### src/rtl/ttt_pkg.sv
// Shared tic-tac-toe encodings: winner codes and scoreboard state enum.
// No logic; constants only.
// No flow control.
package ttt_pkg;

    localparam logic [1:0] W_NONE = 2'b00;
    localparam logic [1:0] W_X    = 2'b01;
    localparam logic [1:0] W_O    = 2'b10;
    localparam logic [1:0] W_DRAW = 2'b11;

    typedef enum logic [1:0] {
        ST_PLAY,
        ST_HOLD,
        ST_WAIT_CLR,
        ST_MATCH_OVER
    } ttt_state_t;

endpackage

### src/rtl/ttt_sat_counter.sv
// Saturating up-counter with synchronous clear; sticks at MAX.
// Latency: count updates one cycle after inc/clr.
// No backpressure; clr has priority over inc.
module ttt_sat_counter #(
    parameter int WIDTH = 4,
    parameter int MAX   = 15
) (
    input  logic             clk,
    input  logic             rst,
    input  logic             clr,
    input  logic             inc,
    output logic [WIDTH-1:0] count
);

    localparam logic [WIDTH-1:0] MAX_V = WIDTH'(MAX);

    always_ff @(posedge clk) begin
        if (rst || clr) begin
            count <= '0;
        end else if (inc && (count != MAX_V)) begin
            count <= count + 1'b1;
        end
    end

endmodule

### src/rtl/ttt_scoreboard.sv
// Match scoreboard downstream of tic_tac_toe: counts results, requests board resets, ends the match.
// Latency: scores/game_over one cycle after result; new_game HOLD_CYCLES after acceptance.
// No backpressure; stale results are ignored until winner returns to none. Option: TTT_SCOREBOARD_DRAW_LIMIT_EN.
module ttt_scoreboard
    import ttt_pkg::*;
#(
    parameter int WINS_TO_MATCH = 3,
    parameter int HOLD_CYCLES   = 2,
    parameter int MAX_DRAWS     = 4
) (
    input  logic       clk,
    input  logic       rst,
    input  logic [1:0] winner,
    input  logic       clear_match,
    output logic [3:0] score_x,
    output logic [3:0] score_o,
    output logic [7:0] draws,
    output logic       game_over,
    output logic       new_game,
    output logic       match_done,
    output logic [1:0] match_winner
);

    localparam logic [3:0] WIN_LAST  = 4'(WINS_TO_MATCH - 1);
    localparam logic [7:0] HOLD_LOAD = 8'(HOLD_CYCLES);

    ttt_state_t state;
    logic [7:0] hold_cnt;
    logic       clr_pend;

    logic accept;
    logic inc_x;
    logic inc_o;
    logic inc_d;
    logic hit_x;
    logic hit_o;
    logic hit_draw;

    // A clear on the same edge discards any result.
    assign accept = (state == ST_PLAY) && (winner != W_NONE) && !clear_match;
    assign inc_x  = accept && (winner == W_X);
    assign inc_o  = accept && (winner == W_O);
    assign inc_d  = accept && (winner == W_DRAW);
    assign hit_x  = inc_x && (score_x == WIN_LAST);
    assign hit_o  = inc_o && (score_o == WIN_LAST);

    ttt_sat_counter #(.WIDTH(4), .MAX(WINS_TO_MATCH)) u_score_x (
        .clk   (clk),
        .rst   (rst),
        .clr   (clear_match),
        .inc   (inc_x),
        .count (score_x)
    );

    ttt_sat_counter #(.WIDTH(4), .MAX(WINS_TO_MATCH)) u_score_o (
        .clk   (clk),
        .rst   (rst),
        .clr   (clear_match),
        .inc   (inc_o),
        .count (score_o)
    );

    ttt_sat_counter #(.WIDTH(8), .MAX(255)) u_draws (
        .clk   (clk),
        .rst   (rst),
        .clr   (clear_match),
        .inc   (inc_d),
        .count (draws)
    );

`ifdef TTT_SCOREBOARD_DRAW_LIMIT_EN
    logic [3:0] streak;
    logic       streak_clr;

    assign streak_clr = clear_match || inc_x || inc_o;

    ttt_sat_counter #(.WIDTH(4), .MAX(15)) u_streak (
        .clk   (clk),
        .rst   (rst),
        .clr   (streak_clr),
        .inc   (inc_d),
        .count (streak)
    );

    assign hit_draw = inc_d && (streak == 4'(MAX_DRAWS - 1));
`else
    logic unused_max_draws;
    assign unused_max_draws = ^MAX_DRAWS;
    assign hit_draw         = 1'b0;
`endif

    always_ff @(posedge clk) begin
        if (rst) begin
            state        <= ST_WAIT_CLR;
            hold_cnt     <= '0;
            clr_pend     <= 1'b0;
            game_over    <= 1'b0;
            new_game     <= 1'b0;
            match_done   <= 1'b0;
            match_winner <= W_NONE;
        end else begin
            game_over <= 1'b0;
            new_game  <= clr_pend;
            clr_pend  <= 1'b0;
            if (clear_match) begin
                state        <= ST_WAIT_CLR;
                hold_cnt     <= '0;
                clr_pend     <= 1'b1;
                match_done   <= 1'b0;
                match_winner <= W_NONE;
            end else begin
                case (state)
                    ST_PLAY: begin
                        if (accept) begin
                            game_over <= 1'b1;
                            hold_cnt  <= HOLD_LOAD;
                            if (hit_x || hit_o || hit_draw) begin
                                state        <= ST_MATCH_OVER;
                                match_done   <= 1'b1;
                                match_winner <= hit_x ? W_X : (hit_o ? W_O : W_DRAW);
                            end else begin
                                state <= ST_HOLD;
                            end
                        end
                    end
                    ST_HOLD: begin
                        if (hold_cnt <= 8'd1) begin
                            new_game <= 1'b1;
                            state    <= ST_WAIT_CLR;
                        end else begin
                            hold_cnt <= hold_cnt - 8'd1;
                        end
                    end
                    ST_WAIT_CLR: begin
                        // Only a cleared board re-arms counting.
                        if (winner == W_NONE) begin
                            state <= ST_PLAY;
                        end
                    end
                    default: begin
                    end
                endcase
            end
        end
    end

endmodule
### config.mk
export PLATFORM = sky130hd
export DESIGN_NAME = ttt_scoreboard
export DESIGN_NICKNAME = d
export VERILOG_FILES = /design/src/rtl/ttt_pkg.sv /design/src/rtl/ttt_sat_counter.sv /design/src/rtl/ttt_scoreboard.sv
export SDC_FILE = /design/constraint.sdc
export NUM_CORES = 1
export LEC_CHECK = 0
export BUFFER_PORTS_ARGS = -buffer_cell sky130_fd_sc_hd__buf_2
export CAP_MARGIN = 15
export CORE_MARGIN = 2
export CORE_UTILIZATION = 36
export DETAILED_ROUTE_END_ITERATION = 10
export HOLD_SLACK_MARGIN = 0.05
export PLACE_DENSITY_LB_ADDON = 0.1
export SYNTH_ARGS = -nofsm -noshare
export SYNTH_HDL_FRONTEND = slang
export SYNTH_SLANG_ARGS = --single-unit
### constraint.sdc
create_clock -name clk -period 2.1 [get_ports clk]
set_clock_uncertainty 0.2 [all_clocks]
set_input_delay 0.315 -clock clk [delete_from_list [all_inputs] [get_ports clk]]
set_output_delay 0.315 -clock clk [all_outputs]
set_load 0.01 [all_outputs]
==> impl_metrics.tcl, run 1 <==
set metrics [dict create \
    gp_congestion 0.781 \
    finalSetupViolations 0 \
    dp.cells 251 \
    power_density_nw_per_um2 642 \
    drc 0 \
    irDropWorstVdd_mv 0.284 \
    p_leak_nw 0.767 \
    synth-xor-area-share 0.0909 \
    cp.arrival_ns 1.97 \
    synthMuxAreaShare 0.00649 \
    rows 23 \
    grt_max_degree 22 \
    clockBufferDepth 2 \
    antenna_found_initial 0 \
    fp.dieH_um 69.4 \
    synth_ff_type "dfxtp_1" \
    ios 26 \
    clk_pin_slew_worst_paths_ns 0.06 \
    post-dp-hpwl_mm 2.30 \
    slew_headroom 0.709 \
    vias_per_cell 5.08 \
    port_buffers 25 \
    synthAdderAreaFrac 0.0893 \
    holdPathStages 2 \
    synthCells 172 \
    syn_to_final_growth_pct 23.1 \
    whs_ns 0.0837 \
    cts_hold_buf 0 \
    fmax_mhz 497 \
    p_int_w 0.000947 \
    grtUsageTotal 0.140 \
    tritoncts "built" \
    ys_warn_count 0 \
    cts.sinks 32 \
    ant_nets 0 \
    switching_share 0.222 \
    synth_area_um2 1540 \
    dr.first_iter.drc_count 65 \
    fp.dieArea_um2 4820 \
    p_switching_w 0.000271 \
    hp-class "input port to flip-flop" \
    htreeDepth 2 \
    final_cell_mix "nor2_1, dfxtp_1, buf_2" \
    power_frac_clock 0.413 \
    maxCapViolations 0 \
    yosys_register_bits 32 \
    cts_root_buf "clkbuf_8" \
    antenna_cells 0 \
    post_synth.cell_area_avg_um2 8.96 \
    first_global_vias 1247 \
    synth_nets 188 \
    wl_per_cell_um 12.1 \
    clk_latency_ns 0.28 \
    die_x_um 69.4 \
    yosys.area_share.simple 0.264 \
    drv_slew 0 \
    async_reset_ff_frac 0 \
    cts_buffers 5 \
    drt_wl_total_mm 3.15 \
    n_fill_cell 397 \
    initial_core_util 0.380 \
    period_share 0.958 \
    crit_type "flip-flop to flip-flop" \
    combinationalPowerShare 0.076 \
    regToRegSetupSlack_ns 0.09 \
    status "completed" \
    synth-compound-area-share 0.110 \
    grt_pass1_wl_mm 5.53 \
    cp_max_fo 3 \
    instances_no_fill 260 \
    synth_top_family_by_area "simple AND/OR/NAND/NOR gates" \
    crit_path_start_kind "flip-flop" \
    synth-edff-count 0 \
    nNetsFinal 226 \
    reg2reg_depth 7 \
    synth_seq_area_share 0.416 \
    worstMarginPinSlew_ns 0.434 \
    coreArea_um2 4060 \
    first_pass_iters 4 \
    period_minus_slack_ns 2.01 \
    ys_types 38 \
    drive_above_1_share 0.252 \
    grt.overflow.total 0 \
    end_kind "flip-flop" \
    required_ns 2.05 \
    p_seq_frac 0.511 \
    hold_viol_final 0 \
    vias 1321 \
]
## final cells by class
type | instances | area, µm² | share of cell area
well taps | 50 | 62.6 | 0.0330
repair buffers | 33 | 185 | 0.0976
multi-input cells | 130 | 882 | 0.465
inverters | 8 | 30.0 | 0.0158
clock buffers | 7 | 96.3 | 0.0508
flip-flops and latches | 32 | 642 | 0.338
## layer usage
metal / vias up / part of all wire / GRT usage
met5: - / 0 / 0
met4: 0 / 0.016 / 0.0545
met3: 6 / 0.044 / 0.0480
met2: 25 / 0.49 / 0.234
met1: 616 / 0.45 / 0.166
li1: 674 / - / -
## flip-flops by register name, summed over array words and instances (netlist names)
name	count
hold_cnt	8
state	2
match_done	1
new_game	1
u_score_o.count	4
u_score_x.count	4
game_over	1
clr_pend	1
u_draws.count	8
match_winner	2
## per-stage QoR
step	utilization	worst slack (ns)	instance area (µm²)	TNS (ns)	total power [W]
final	0.468	0.0877	1900	0	0.00122
after global routing	0.468	-0.0270	1900	-0.0270	0.00128
after floorplan	-	0.102	1540	0	0.000694
after detailed placement	0.435	0.0618	1770	0	0.000722
after CTS	0.459	0.0471	1860	0	0.00123
after global placement	0.435	0.166	1770	0	0.000721
## repair_timing
| action | 4_1_cts | 5_1_grt |
|---|---|---|
| setup endpoints to repair | 0 | 9 |
| resized for setup | 0 | 5 |
| setup buffers | 0 | 2 |
## synth_stat cells (3+ instances only)
| cell type | instances | area share |
|---|---|---|
| a211oi_1 | 4 | 0.019 |
| nand2_1 | 12 | 0.029 |
| a31oi_1 | 3 | 0.012 |
| xor2_1 | 12 | 0.068 |
| xnor2_1 | 4 | 0.023 |
| a21oi_1 | 8 | 0.026 |
| nand4_1 | 8 | 0.032 |
| inv_1 | 8 | 0.019 |
| dfxtp_1 | 32 | 0.42 |
| nor2_1 | 31 | 0.075 |
| nand3_1 | 6 | 0.019 |
| ha_1 | 11 | 0.089 |
## power by group through the flow
stage | Clock (W) | Sequential [W] | Combinational (W)
after floorplan | 0 | 0.000635 | 0.0000591
after global placement | 0 | 0.000635 | 0.0000865
after detailed placement | 0 | 0.000635 | 0.0000870
after CTS | 0.000522 | 0.000622 | 0.0000877
after global routing | 0.000555 | 0.000622 | 0.000103
final | 0.000503 | 0.000622 | 0.0000927
## cells by family after synthesis
logic type / Yosys count
and+or+nand+nor: 77
xor gates and xnor gates: 16
DFF: 32
buffers and inverters: 10
AOI/OAI and AO/OA: 25
adders and majority gates: 11
muxes: 1
## critical path, cell delays in order (launching register included)
cell       delay (ns)
dfxtp_2          0.34
inv_1            0.06
ha_1             0.18
o21ai_0          0.06
or2b_2           0.31
a221o_1          0.30
a2111oi_2        0.36
a31oi_1          0.07
## final timing paths
kind / end / start
max reg2reg: state[1] / state[0]
min reg2reg: match_winner[0] / match_winner[0]
min: new_game / rst
max: state[1] / state[0]
Note: power is estimated with default switching activity, not from simulation.
==> run 2, diff against run 1 <==
--- a/config.mk
+++ b/config.mk
@@ -12,6 +12,7 @@
 export DETAILED_ROUTE_END_ITERATION = 10
 export HOLD_SLACK_MARGIN = 0.05
 export PLACE_DENSITY_LB_ADDON = 0.1
+export RECOVER_POWER = 50
 export SYNTH_ARGS = -nofsm -noshare
 export SYNTH_HDL_FRONTEND = slang
 export SYNTH_SLANG_ARGS = --single-unit
==> impl_metrics.tcl, run 2 (synthesis results as in run 1) <==
set metrics [dict create \
    final_cell_mix "nor2_1, dfxtp_1, clkbuf_1" \
    cts.sinks 32 \
    post-dp-hpwl_mm 2.30 \
    clk_pin_slew_worst_paths_ns 0.06 \
    cts_root_buf "clkbuf_8" \
    grtUsageTotal 0.140 \
    use_met1 0.166 \
    drive_above_1_share 0.148 \
    place_ws_ns 0.0618 \
    regArea_um2 642 \
    clk_latency_ns 0.28 \
    ant_nets 0 \
    end_kind "flip-flop" \
    use_met3 0.0480 \
    n_fill_cell 408 \
    drv_slew 0 \
    syn_to_final_growth_pct 21.3 \
    slew_headroom 0.711 \
    p_seq_frac 0.511 \
    place_area_um2 1770 \
    instances_no_fill 260 \
    grt_util_met2 0.234 \
    crit_path_start_kind "flip-flop" \
    cts_buffers 5 \
    ios 26 \
    p_switching_w 0.000270 \
    port_buffers 25 \
    setup_slack_ns 0.0855 \
    tritoncts "built" \
    crit_type "flip-flop to flip-flop" \
    initial_core_util 0.380 \
    hp-class "input port to flip-flop" \
    period_minus_slack_ns 2.01 \
    hold_viol_final 0 \
    fp.dieH_um 69.4 \
    power_frac_clock 0.413 \
    first_pass_iters 4 \
    switching_share 0.222 \
    top_regs "hold_cnt: 8 flops, u_draws.count: 8 flops" \
    tns_ns 0 \
    htreeDepth 2 \
    dr.first_iter.drc_count 57 \
    antenna_cells 0 \
    vias 1313 \
    drt_wl_total_mm 3.12 \
    fp.dieArea_um2 4820 \
    die_x_um 69.4 \
    grt_pass1_wl_mm 5.53 \
    required_ns 2.05 \
    first_global_vias 1247 \
    coreArea_um2 4060 \
    dp.cells 251 \
    clockBufferDepth 2 \
    status "completed" \
    finalSetupViolations 0 \
    p_int_w 0.000946 \
    maxCapViolations 0 \
    period_share 0.959 \
    cp_max_fo 3 \
    cp.arrival_ns 1.97 \
    vias_per_cell 5.05 \
    grt_max_degree 22 \
    combinationalPowerShare 0.075 \
    multi_input_area_um2 882 \
    nNetsFinal 226 \
    grt.busiest_layer "met2" \
    wl_per_cell_um 12.0 \
    gp_congestion 0.781 \
    drc 0 \
    final_cell_area_um2 1870 \
    irDropWorstVdd_mv 0.284 \
    worstMarginPinSlew_ns 0.431 \
    p_leak_nw 0.672 \
    grt.overflow.total 0 \
    rows 23 \
    power_density_nw_per_um2 650 \
    fmax_mhz 496 \
    p_total_w 0.00122 \
    antenna_found_initial 0 \
]
-- run 2: cell types whose count changed in the layout (fill, tap and decap cells not counted), sizes merged --
cell / delta
clkbuf: +22
buf: -22
-- run 2: final timing paths --
| path | from | endpoint | slack (ns) | cells past startpoint |
|---|---|---|---|---|
| min | rst | new_game | 0.08 | 2 |
| min reg2reg | clr_pend | new_game | 0.24 | 2 |
| max | state[0] | state[1] | 0.09 | 7 |
| max reg2reg | state[0] | state[1] | 0.09 | 7 |
-- run 2: area by class of cell --
class | count | area share
repair buffers | 33 | 0.0843
multi-input cells | 130 | 0.472
inverters | 8 | 0.0161
clock buffers | 7 | 0.0515
flip-flops and latches | 32 | 0.343
well taps | 50 | 0.0334
-- run 2: repair_timing --
item                                    in CTS  in global routing
endpoints found under the setup margin       0                  9
setup buffers                                0                  2
hold buffers                                 0                  0
gates resized for setup                      0                  5
-- run 2: power groups by stage --
stage / Clock (W) / Combinational, W / Sequential (W)
after floorplan: 0 / 0.0000591 / 0.000635
after global routing: 0.000555 / 0.000102 / 0.000622
after global placement: 0 / 0.0000865 / 0.000635
after CTS: 0.000522 / 0.0000877 / 0.000622
final: 0.000503 / 0.0000918 / 0.000622
after detailed placement: 0 / 0.0000870 / 0.000635
-- run 2: layer usage --
| metal | wire length [µm] | share of wire |
|---|---|---|
| met5 | 0 | 0 |
| met4 | 51 | 0.016 |
| met1 | 1410 | 0.45 |
| met2 | 1540 | 0.49 |
| met3 | 124 | 0.040 |
-- run 2: worst max-delay path: stages, from the launching register on --
cell	delay, ns
dfxtp_2	0.34
inv_1	0.06
ha_1	0.18
o21ai_0	0.06
or2b_2	0.31
a221o_1	0.30
a2111oi_2	0.36
a31oi_1	0.07
-- run 2: stage by stage --
step / util / hold WS (ns)
6_report: 0.461 / 0.0839
2_1_floorplan: - / 0.187
3_3_place_gp: 0.435 / 0.232
5_1_grt: 0.461 / 0.0857
4_1_cts: 0.459 / 0.0746
3_5_place_dp: 0.435 / 0.226
==> run 3, diff against run 2 <==
--- a/config.mk
+++ b/config.mk
@@ -7,7 +7,6 @@
 export LEC_CHECK = 0
 export BUFFER_PORTS_ARGS = -buffer_cell sky130_fd_sc_hd__buf_2
 export CAP_MARGIN = 15
-export CORE_MARGIN = 2
 export CORE_UTILIZATION = 36
 export DETAILED_ROUTE_END_ITERATION = 10
 export HOLD_SLACK_MARGIN = 0.05
==> constraint.sdc (replaced) <==
create_clock -name clk -period 2.1 [get_ports clk]
set_clock_uncertainty 0.2 [all_clocks]
set_input_delay 0.21 -clock clk [delete_from_list [all_inputs] [get_ports clk]]
set_output_delay 0.21 -clock clk [all_outputs]
set_load 0.01 [all_outputs]
==> impl_metrics.tcl, run 3 (synthesis results as in run 1) <==
set metrics [dict create \
    clk_latency_ns 0.28 \
    route.met3.wl_um 119 \
    wl_met1_mm 1.43 \
    final_cell_mix "nor2_1, dfxtp_1, clkbuf_1" \
    worstMarginPinSlew_ns 0.425 \
    die_x_um 67.4 \
    critPathTopFamily "compound AO/OA/AOI/OAI gates" \
    slowest_stage "dfxtp_1" \
    wl_met2_mm 1.67 \
    tns_ns 0 \
    drt_wl_total_mm 3.26 \
    hp-class "input port to flip-flop" \
    gp_congestion 0.799 \
    cts_buffers 5 \
    clk_pin_slew_worst_paths_ns 0.06 \
    coreArea_um2 4060 \
    initial_core_util 0.380 \
    top_regs "hold_cnt: 8 flops, u_draws.count: 8 flops" \
    grtUsageTotal 0.164 \
    whs_ns 0.120 \
    fmax_mhz 509 \
    crit_path_start_kind "flip-flop" \
    ant_nets 0 \
    highest_layer "met4" \
    drc 0 \
    ios 26 \
    clockBufferDepth 2 \
    grt_pass1_wl_mm 5.47 \
    antenna_found_initial 0 \
    grt_max_degree 22 \
    instances_no_fill 261 \
    status "completed" \
    nNetsFinal 226 \
    r2r-start "state[1]" \
    vias 1313 \
    end_kind "flip-flop" \
    holdCritStartpoint "winner[0]" \
    htreeDepth 2 \
    rows 23 \
    hold_viol_final 0 \
    post-dp-hpwl_mm 2.42 \
    dr.first_iter.drc_count 45 \
    place_ws_ns 0.0651 \
    rr_endpoint "u_score_x.count[1]" \
    p_leak_nw 0.692 \
    slew_headroom 0.715 \
    dp.cells 251 \
    period_share 0.935 \
    first_global_vias 1230 \
    regToRegSetupSlack_ns 0.14 \
    vias_per_cell 5.03 \
    fp.dieArea_um2 4550 \
    first_pass_iters 4 \
    reg2reg_depth 7 \
    cp_max_fo 8 \
    power_density_nw_per_um2 679 \
    p_total_w 0.00129 \
    finalSetupViolations 0 \
    maxCapViolations 0 \
    n_fill_cell 413 \
    path_cells "inv_1, ha_2, and4bb_2, a21boi_0, buf_4, nor2_1, a211oi_1" \
    worst-path-buf-inv 2 \
    cp.arrival_ns 1.95 \
    irDropWorstVdd_mv 0.337 \
    period_minus_slack_ns 1.96 \
    hold_path_end "game_over" \
    syn_to_final_growth_pct 22.8 \
    grt_setup_unrepaired "no" \
    final_common_cell "nor2_1" \
    cts_root_buf "clkbuf_8" \
    port_buffers 25 \
    drive_above_1_share 0.156 \
    required_ns 2.09 \
    holdPathStages 3 \
    wl_per_cell_um 12.5 \
    crit_type "flip-flop to flip-flop" \
    antenna_cells 0 \
    cts.sinks 32 \
    slowest_delay_ns 0.33 \
    setup_slack_ns 0.136 \
    grt.overflow.total 0 \
    tritoncts "built" \
    fp.dieH_um 67.4 \
    drv_slew 0 \
]
==> run 3: changes by cell type in the layout (fill, tap and decap cells not counted), moves of 2 or more <==
cell / change
clkbuf_1: -3
clkbuf_8: -2
dlygate4sd3_1: +2
buf_2: +4
buf_4: -2
==> run 3: worst register-to-register path, delay by kind of cell, from the launching register on <==
| kind | cells | cell delay, ns |
|---|---|---|
| AO/OA/AOI/OAI | 2 | 0.48 |
| adder cells (fa/ha/maj) | 1 | 0.27 |
| buffers and inverters | 2 | 0.29 |
| flip-flops | 1 | 0.33 |
| AND/OR/NAND/NOR | 2 | 0.32 |
==> run 3: cell type report <==
| type | instances | area (µm²) | area share |
|---|---|---|---|
| Multi-Input combinational cell | 130 | 882 | 0.466 |
| Sequential cell | 32 | 643 | 0.340 |
| Timing Repair Buffer | 33 | 168 | 0.0886 |
| Clock buffer | 6 | 72.6 | 0.0383 |
| Tap cell | 50 | 62.6 | 0.0330 |
| Clock inverter | 2 | 35.0 | 0.0185 |
| Inverter | 8 | 30.0 | 0.0159 |
==> run 3: metal layers <==
layer	vias to the layer above	GRT usage
met5	-	0
met4	0	0.0771
met3	6	0.0557
met2	19	0.279
met1	613	0.183
li1	675	-
==> run 3: how the worst max path moves through the flow <==
| stage | from | end | slack, ns | cells past startpoint |
|---|---|---|---|---|
| finish | state[1] | u_score_x.count[1] | 0.14 | 7 |
| global route | state[1] | u_score_o.count[1] | 0.00004 | 7 |
| CTS | state[0] | state[1] | 0.05 | 7 |
| detailed placement | state[0] | state[1] | 0.07 | 7 |
| global placement | state[1] | u_draws.count[7] | 0.17 | 7 |
| floorplan | hold_cnt[0] | hold_cnt[7] | 0.10 | 7 |
==> run 3: through the flow <==
stage                util  area, µm²
floorplan               -       1540
global placement    0.435       1770
detailed placement  0.435       1770
CTS                 0.467       1890
global route        0.467       1890
finish              0.467       1890
==> run 3: timing repair <==
item	4_1_cts	5_1_grt
endpoints found under the setup margin	0	6
buffers inserted	0	0
hold endpoints to repair	3	0
resized for setup	0	5
hold buffers	2	0
==> run 3: report_power, final <==
group	total [W]	internal (W)	switching [W]
Sequential	0.000621	0.000615	0.00000686
Clock	0.000570	0.000352	0.000218
Combinational	0.0000942	0.0000407	0.0000535
